**src/rtl/egg_count_ctrl_if.sv**
```systemverilog
// Button inputs and count/status outputs of the egg count controller.
// The master side drives the raw buttons; the slave side is the controller.
interface egg_count_ctrl_if;
  logic       btn_add;
  logic       btn_take;
  logic [2:0] num;
  logic       full;
  logic       empty;
  logic       err;

  modport master (
    output btn_add,
    output btn_take,
    input  num,
    input  full,
    input  empty,
    input  err
  );

  modport slave (
    input  btn_add,
    input  btn_take,
    output num,
    output full,
    output empty,
    output err
  );
endinterface

```
**src/rtl/egg_count_ctrl.sv**
```systemverilog
// Debounces the add/take buttons and keeps a saturating egg count for the display stage.
// Optional feature macro: EGG_AUTO_REFILL_EN refills an empty tray after REFILL_CYC idle cycles.
module egg_count_ctrl #(
  parameter int unsigned MAX_EGGS   = 4,
  parameter int unsigned INIT_EGGS  = 4,
  parameter int unsigned DB_CYC     = 20,
  parameter int unsigned REFILL_CYC = 3000
) (
  input logic             clk,
  input logic             rst,
  egg_count_ctrl_if.slave egg
);

  localparam int unsigned   CNT_W    = (DB_CYC > 1) ? $clog2(DB_CYC) : 1;
  localparam logic [CNT_W-1:0] CNT_LAST = CNT_W'(DB_CYC - 1);
  localparam logic [2:0]    NUM_MAX  = 3'(MAX_EGGS);
  localparam logic [2:0]    NUM_INIT = 3'(INIT_EGGS);
  localparam int unsigned   B_ADD    = 0;
  localparam int unsigned   B_TAKE   = 1;

  logic [1:0]       w_raw;
  logic [1:0]       r_meta;
  logic [1:0]       r_sync;
  logic [1:0]       r_acc;
  logic [1:0]       r_acc_d;
  logic [1:0]       r_ev;
  logic [CNT_W-1:0] r_cnt [2];

  logic [2:0]       r_num;
  logic             r_full;
  logic             r_empty;
  logic             r_err;

  logic             w_add_ev;
  logic             w_take_ev;
  logic             w_refill;
  logic [2:0]       w_num_nxt;
  logic             w_err_nxt;

  assign w_raw = {egg.btn_take, egg.btn_add};

  // Two-flop synchroniser, per-button debounce, and rising-edge detect of the accepted level.
  always_ff @(posedge clk or posedge rst) begin
    if (rst) begin
      r_meta  <= '0;
      r_sync  <= '0;
      r_acc   <= '0;
      r_acc_d <= '0;
      r_ev    <= '0;
      // NOTE: the counter array is plain flops, not a RAM, so every element is reset explicitly.
      for (int i = 0; i < 2; i++) r_cnt[i] <= '0;
    end else begin
      // NOTE: non-blocking assignments let every flop sample the pre-edge values of the others.
      r_meta  <= w_raw;
      r_sync  <= r_meta;
      r_acc_d <= r_acc;
      r_ev    <= r_acc & ~r_acc_d;
      for (int i = 0; i < 2; i++) begin
        if (r_sync[i] == r_acc[i]) begin
          r_cnt[i] <= '0;
        end else if (r_cnt[i] == CNT_LAST) begin
          r_acc[i] <= r_sync[i];
          r_cnt[i] <= '0;
        end else begin
          r_cnt[i] <= r_cnt[i] + CNT_W'(1);
        end
      end
    end
  end

  assign w_add_ev  = r_ev[B_ADD];
  assign w_take_ev = r_ev[B_TAKE];

`ifdef EGG_AUTO_REFILL_EN
  localparam int unsigned    RF_W    = (REFILL_CYC > 1) ? $clog2(REFILL_CYC) : 1;
  localparam logic [RF_W-1:0] RF_LAST = RF_W'(REFILL_CYC - 1);

  logic [RF_W-1:0] r_timer;

  assign w_refill = (r_num == 3'd0) && !w_add_ev && !w_take_ev && (r_timer == RF_LAST);

  always_ff @(posedge clk or posedge rst) begin
    if (rst) begin
      r_timer <= '0;
    end else if (w_add_ev || w_take_ev || (r_num != 3'd0) || (r_timer == RF_LAST)) begin
      r_timer <= '0;
    end else begin
      r_timer <= r_timer + RF_W'(1);
    end
  end
`else
  assign w_refill = 1'b0;

  // REFILL_CYC only sizes the refill timer, which this build leaves out.
  if (REFILL_CYC == 0) begin : g_refill_unused
  end
`endif

  // Simultaneous add and take cancel; refusals at the limits raise err for one cycle.
  always_comb begin
    // NOTE: defaults first so every path assigns both outputs and no latch is inferred.
    w_num_nxt = r_num;
    w_err_nxt = 1'b0;
    if (w_add_ev && !w_take_ev) begin
      if (r_num < NUM_MAX) w_num_nxt = r_num + 3'd1;
      else                 w_err_nxt = 1'b1;
    end else if (w_take_ev && !w_add_ev) begin
      if (r_num != 3'd0) w_num_nxt = r_num - 3'd1;
      else               w_err_nxt = 1'b1;
    end else if (w_refill) begin
      w_num_nxt = NUM_MAX;
    end
  end

  always_ff @(posedge clk or posedge rst) begin
    if (rst) begin
      r_num   <= NUM_INIT;
      r_full  <= (NUM_INIT == NUM_MAX);
      r_empty <= (NUM_INIT == 3'd0);
      r_err   <= 1'b0;
    end else begin
      r_num   <= w_num_nxt;
      r_full  <= (w_num_nxt == NUM_MAX);
      r_empty <= (w_num_nxt == 3'd0);
      r_err   <= w_err_nxt;
    end
  end

  assign egg.num   = r_num;
  assign egg.full  = r_full;
  assign egg.empty = r_empty;
  assign egg.err   = r_err;

endmodule

```
**src/flat_wrapper.sv**
```systemverilog
// flat-port wrapper written by rule: the top's interface ports become plain ports
module egg_count_ctrl_flat 
#(
  parameter int unsigned MAX_EGGS   = 4,
  parameter int unsigned INIT_EGGS  = 4,
  parameter int unsigned DB_CYC     = 20,
  parameter int unsigned REFILL_CYC = 3000
)
  (clk, rst, egg_btn_add, egg_btn_take, egg_num, egg_full, egg_empty, egg_err);
  egg_count_ctrl_if egg_i ();
  input logic clk;
  input logic rst;
  input wire logic [$bits(egg_i.btn_add)-1:0] egg_btn_add;
  input wire logic [$bits(egg_i.btn_take)-1:0] egg_btn_take;
  output wire logic [$bits(egg_i.num)-1:0] egg_num;
  output wire logic [$bits(egg_i.full)-1:0] egg_full;
  output wire logic [$bits(egg_i.empty)-1:0] egg_empty;
  output wire logic [$bits(egg_i.err)-1:0] egg_err;
  assign egg_i.btn_add = egg_btn_add;
  assign egg_i.btn_take = egg_btn_take;
  assign egg_num = egg_i.num;
  assign egg_full = egg_i.full;
  assign egg_empty = egg_i.empty;
  assign egg_err = egg_i.err;
  egg_count_ctrl #(.MAX_EGGS(MAX_EGGS), .INIT_EGGS(INIT_EGGS), .DB_CYC(DB_CYC), .REFILL_CYC(REFILL_CYC)) u_core (.clk(clk), .rst(rst), .egg(egg_i));
endmodule
```
**config.mk**
```make
export PLATFORM = sky130hd
export DESIGN_NAME = egg_count_ctrl_flat
export DESIGN_NICKNAME = d
export VERILOG_FILES = /design/src/rtl/egg_count_ctrl_if.sv /design/src/rtl/egg_count_ctrl.sv /design/src/flat_wrapper.sv
export SDC_FILE = /design/constraint.sdc
export NUM_CORES = 1
export LEC_CHECK = 0
export CELL_PAD_IN_SITES_DETAIL_PLACEMENT = 0
export CELL_PAD_IN_SITES_GLOBAL_PLACEMENT = 1
export CORE_ASPECT_RATIO = 1.25
export CORE_UTILIZATION = 44
export CTS_CLUSTER_DIAMETER = 50
export CTS_CLUSTER_SIZE = 16
export DETAILED_ROUTE_END_ITERATION = 8
export GPL_TIMING_DRIVEN = 0
export PLACE_DENSITY = 0.78
export SLEW_MARGIN = 40
export SYNTH_ARGS = -nofsm -noshare
export SYNTH_HDL_FRONTEND = slang
export SYNTH_SLANG_ARGS = --single-unit
```
**constraint.sdc**
```tcl
create_clock -name clk -period 1.8 [get_ports clk]
set_input_delay 0.36 -clock clk [delete_from_list [all_inputs] [get_ports clk]]
set_output_delay 0.36 -clock clk [all_outputs]
set_load 0.02 [all_outputs]
```
==> flow_summary.yaml <==
logic_synthesis:
  syn-cell-area_sq_mm: 0.00111
  synth_edf_count: 0
  synth_ff_type: "dfrtp_1"
  synth_area_leaders: "dfrtp_1 (54%), ha_1 (5.6%), dfstp_2 (4.7%)"
  yosys.area_share.xor_xnor_pct: 7.07
  synth_top_family_by_area: "simple AND/OR/NAND/NOR gates"
  yosysTopAreaCell: "dfrtp_1"
  yosys.cell_count.top_type: "dfrtp_1"
  ys_seq_area_share_pct: 58.6
  ys_top_cells_by_count: "dfrtp_1 (24), nor2_1 (7)"
  async_reset_ff_share_pct: 100
  synthSimpleGateAreaFrac_pct: 20.3
  yosysWarnings: 0
  synth_mux_area_share_pct: 2.02
  postSynthCellCount: 91
  synth_compound_area_share_pct: 4.26
  synth_cell_types: 31
  syn_avg_cell_area_sq_um: 12.3
  synth_fa_ha_area_share_pct: 5.61
  synth_fp_nets: 100
  synth_top_area_share_pct: 53.9
  synth_seq_cells: 26
critical_path:
  critPathBufInv: 1
  cp_max_fo: 3
  crit_chain: "clkdlybuf4s50_1"
  r2r_end: "u_core.egg.empty"
  worstRegToRegCells: 6
  crit_start: "u_core.egg.num[0]"
  cp.arrival_ns: 1.32
  critPathKind: "reg -> out"
  r2r_setup_slack_ns: 0.15
  critPathCaptureType: "output port"
  worstSetupPathDepth: 1
  cp_top_family: "buffers and inverters"
  startpoint_type: "flip-flop"
  cp.required_ns: 1.44
  critical-path-max-stage-delay_ns: 0.61
  crit_slowest_cell: "clkdlybuf4s50_1"
  r2r-start: "u_core.egg.num[1]"
  critPathCapture: "egg_num[0]"
clocking:
  tritoncts: "built"
  clockBufferDepth: 2
  clkLatencyLatePin_ns: 0.32
  cts_inserted_buffers: 3
  clockRootBuffer: "clkbuf_4"
  cts_hold_repair.buffers: 0
  clkTransAtPathRegs_ns: 0.13
  clock_sinks: 26
  htreeDepth: 1
  postCtsSetupRepairBufs: 0
power_and_ir_drop:
  pwr-share-seq_pct: 58.4
  ir_drop_mv: 0.550
  power_frac_comb_pct: 3.8
  p_int_uw: 843
  p_switching_uw: 204
  power.leakage_nw: 0.591
  switching_share_pct: 19.5
  p_total_mw: 1.05
  power_density_mw_per_mm2: 808
  clockPowerShare_pct: 37.8
finish:
  finalNetCount: 114
  drive_gt1_share_pct: 16.3
  post-route-cell-area_sq_mm: 0.00130
  final_util_pct: 53.4
  n_antenna_cell: 0
  synthToLayoutAreaGrowth_pct: 16.3
  instances_no_fill: 137
  fillers: 229
global_route:
  overflow: 0
  grt_usage_pct: 14.9
  grt_pass1_vias: 720
  antenna_found_initial: 0
  grt_pass1_wl_microns: 2840
  grt_max_degree: 27
place:
  numPortBuffers: 9
  gp_congestion: 0.733
  place_inst: 133
  postPlaceCellArea_sq_mm: 0.00125
  dpl.hpwl_microns: 1210
route:
  viasPerCell: 5.17
  drt_iter0_drc: 16
  num_vias: 708
  routedWlPerCell_microns: 11.9
  routed_wl_microns: 1640
  drc_errors: 0
  dr.pass1.iters: 4
  ant_nets: 0
die:
  ios: 10
  start_util_pct: 45.9
  fp.dieH_microns: 58.3
  die-width_microns: 47.0
  rows: 20
  design.core.area_sq_mm: 0.00243
  dieArea_sq_mm: 0.00274
sta:
  finalCriticalPeriod_ns: 1.68
  final_max_slew_viol_count: 0
  fmax_mhz: 594
  setup_violations: 0
  max-slew-margin-rel_pct: 65.9
  period_share_pct: 93.5
  hold_viol: 0
  fin_worst_skew_ns: 0.00203
  rsz0062_at_grt: "false"
  tns_ns: 0
  tightestPinTransition_ns: 0.510
status:
  outcome: "completed"
hold_path:
  hold_path.class: "in -> async"
job:
  drv_cap: 0
==> placed cells by master, fill, tap and decap left out, types with 3 or more instances in the layout <==
master	count
nor2_1	7
dlygate4sd2_1	3
clkbuf_4	3
xor2_1	4
inv_1	4
clkdlybuf4s50_1	6
and2_1	4
nand2_1	3
nor2b_1	3
nand3_1	5
xnor2_1	5
dfrtp_1	23
ha_1	5
nor3_1	3
==> sequential cells by signal (all words and copies together), names as in the netlist <==
name and count:
u_core.egg.empty 1, u_core.egg.err 1, u_core.egg.full 1, u_core.egg.num 3, u_core.r_acc 2, u_core.r_acc_d 2, u_core.r_cnt 10, u_core.r_ev 2
u_core.r_meta 2, u_core.r_sync 2
==> worst reg2reg max path, delay by kind of cell (launching register included) <==
kind | cells | cell delay [ns]
simple gates | 4 | 0.83
flops | 1 | 0.44
fa+ha+maj | 1 | 0.23
buf+inv | 1 | 0.08
==> stage by stage <==
| step | worst slack (ns) | hold WS [ns] |
|---|---|---|
| 2_1_floorplan | 0.166 | 0.331 |
| 3_3_place_gp | 0.179 | 0.335 |
| 3_5_place_dp | 0.116 | 0.336 |
| 4_1_cts | 0.0916 | 0.368 |
| 5_1_grt | 0.0352 | 0.375 |
| 6_report | 0.116 | 0.364 |
==> metal layers <==
layer,GRT usage (%),part of all wire (%)
met1,16.6,42
met2,25.4,51
met3,1.87,3.3
met4,9.80,2.8
met5,0,0
==> kinds of logic after synthesis <==
family                   count (synthesis)
AND/OR/NAND/NOR                         37
flip-flops                              26
XOR/XNOR                                 9
AO/OA/AOI/OAI                            6
buffers and inverters                    6
adder cells (fa/ha/maj)                  5
multiplexers                             2
==> what timing repair did <==
item                                    CTS  global route
endpoints found under the setup margin    3             1
pin swaps                                 0             0
resized for setup                         3             1
==> power groups by stage <==
stage | clock network [mW] | registers [mW] | logic, mW
6_report | 0.396 | 0.611 | 0.0403
5_1_grt | 0.424 | 0.613 | 0.0477
4_1_cts | 0.408 | 0.611 | 0.0423
3_5_place_dp | 0 | 0.622 | 0.0420
3_3_place_gp | 0 | 0.621 | 0.0399
2_1_floorplan | 0 | 0.619 | 0.0278
==> area by class of cell <==
class / instances / area, sq um / area share, %
timing repair buffer: 9 / 86.3 / 6.66
clock inverter: 1 / 30.0 / 2.32
multi-input combinational: 59 / 438 / 33.8
buffer: 1 / 5.00 / 0.386
clock buffer: 3 / 22.5 / 1.74
tap: 33 / 41.3 / 3.19
sequential: 26 / 654 / 50.5
inverter: 5 / 18.8 / 1.45
==> worst min-delay path by stage <==
stage	from	end	slack (ns)	depth (start not counted)
finish	rst	u_core.egg.empty	0.36	2
global route	u_core.r_meta[1]	u_core.r_sync[1]	0.37	0
CTS	u_core.r_meta[1]	u_core.r_sync[1]	0.37	0
detailed placement	u_core.r_meta[1]	u_core.r_sync[1]	0.34	0
global placement	u_core.r_meta[0]	u_core.r_sync[0]	0.33	0
floorplan	u_core.r_meta[0]	u_core.r_sync[0]	0.33	0
Power figures use the tool's default switching activity.
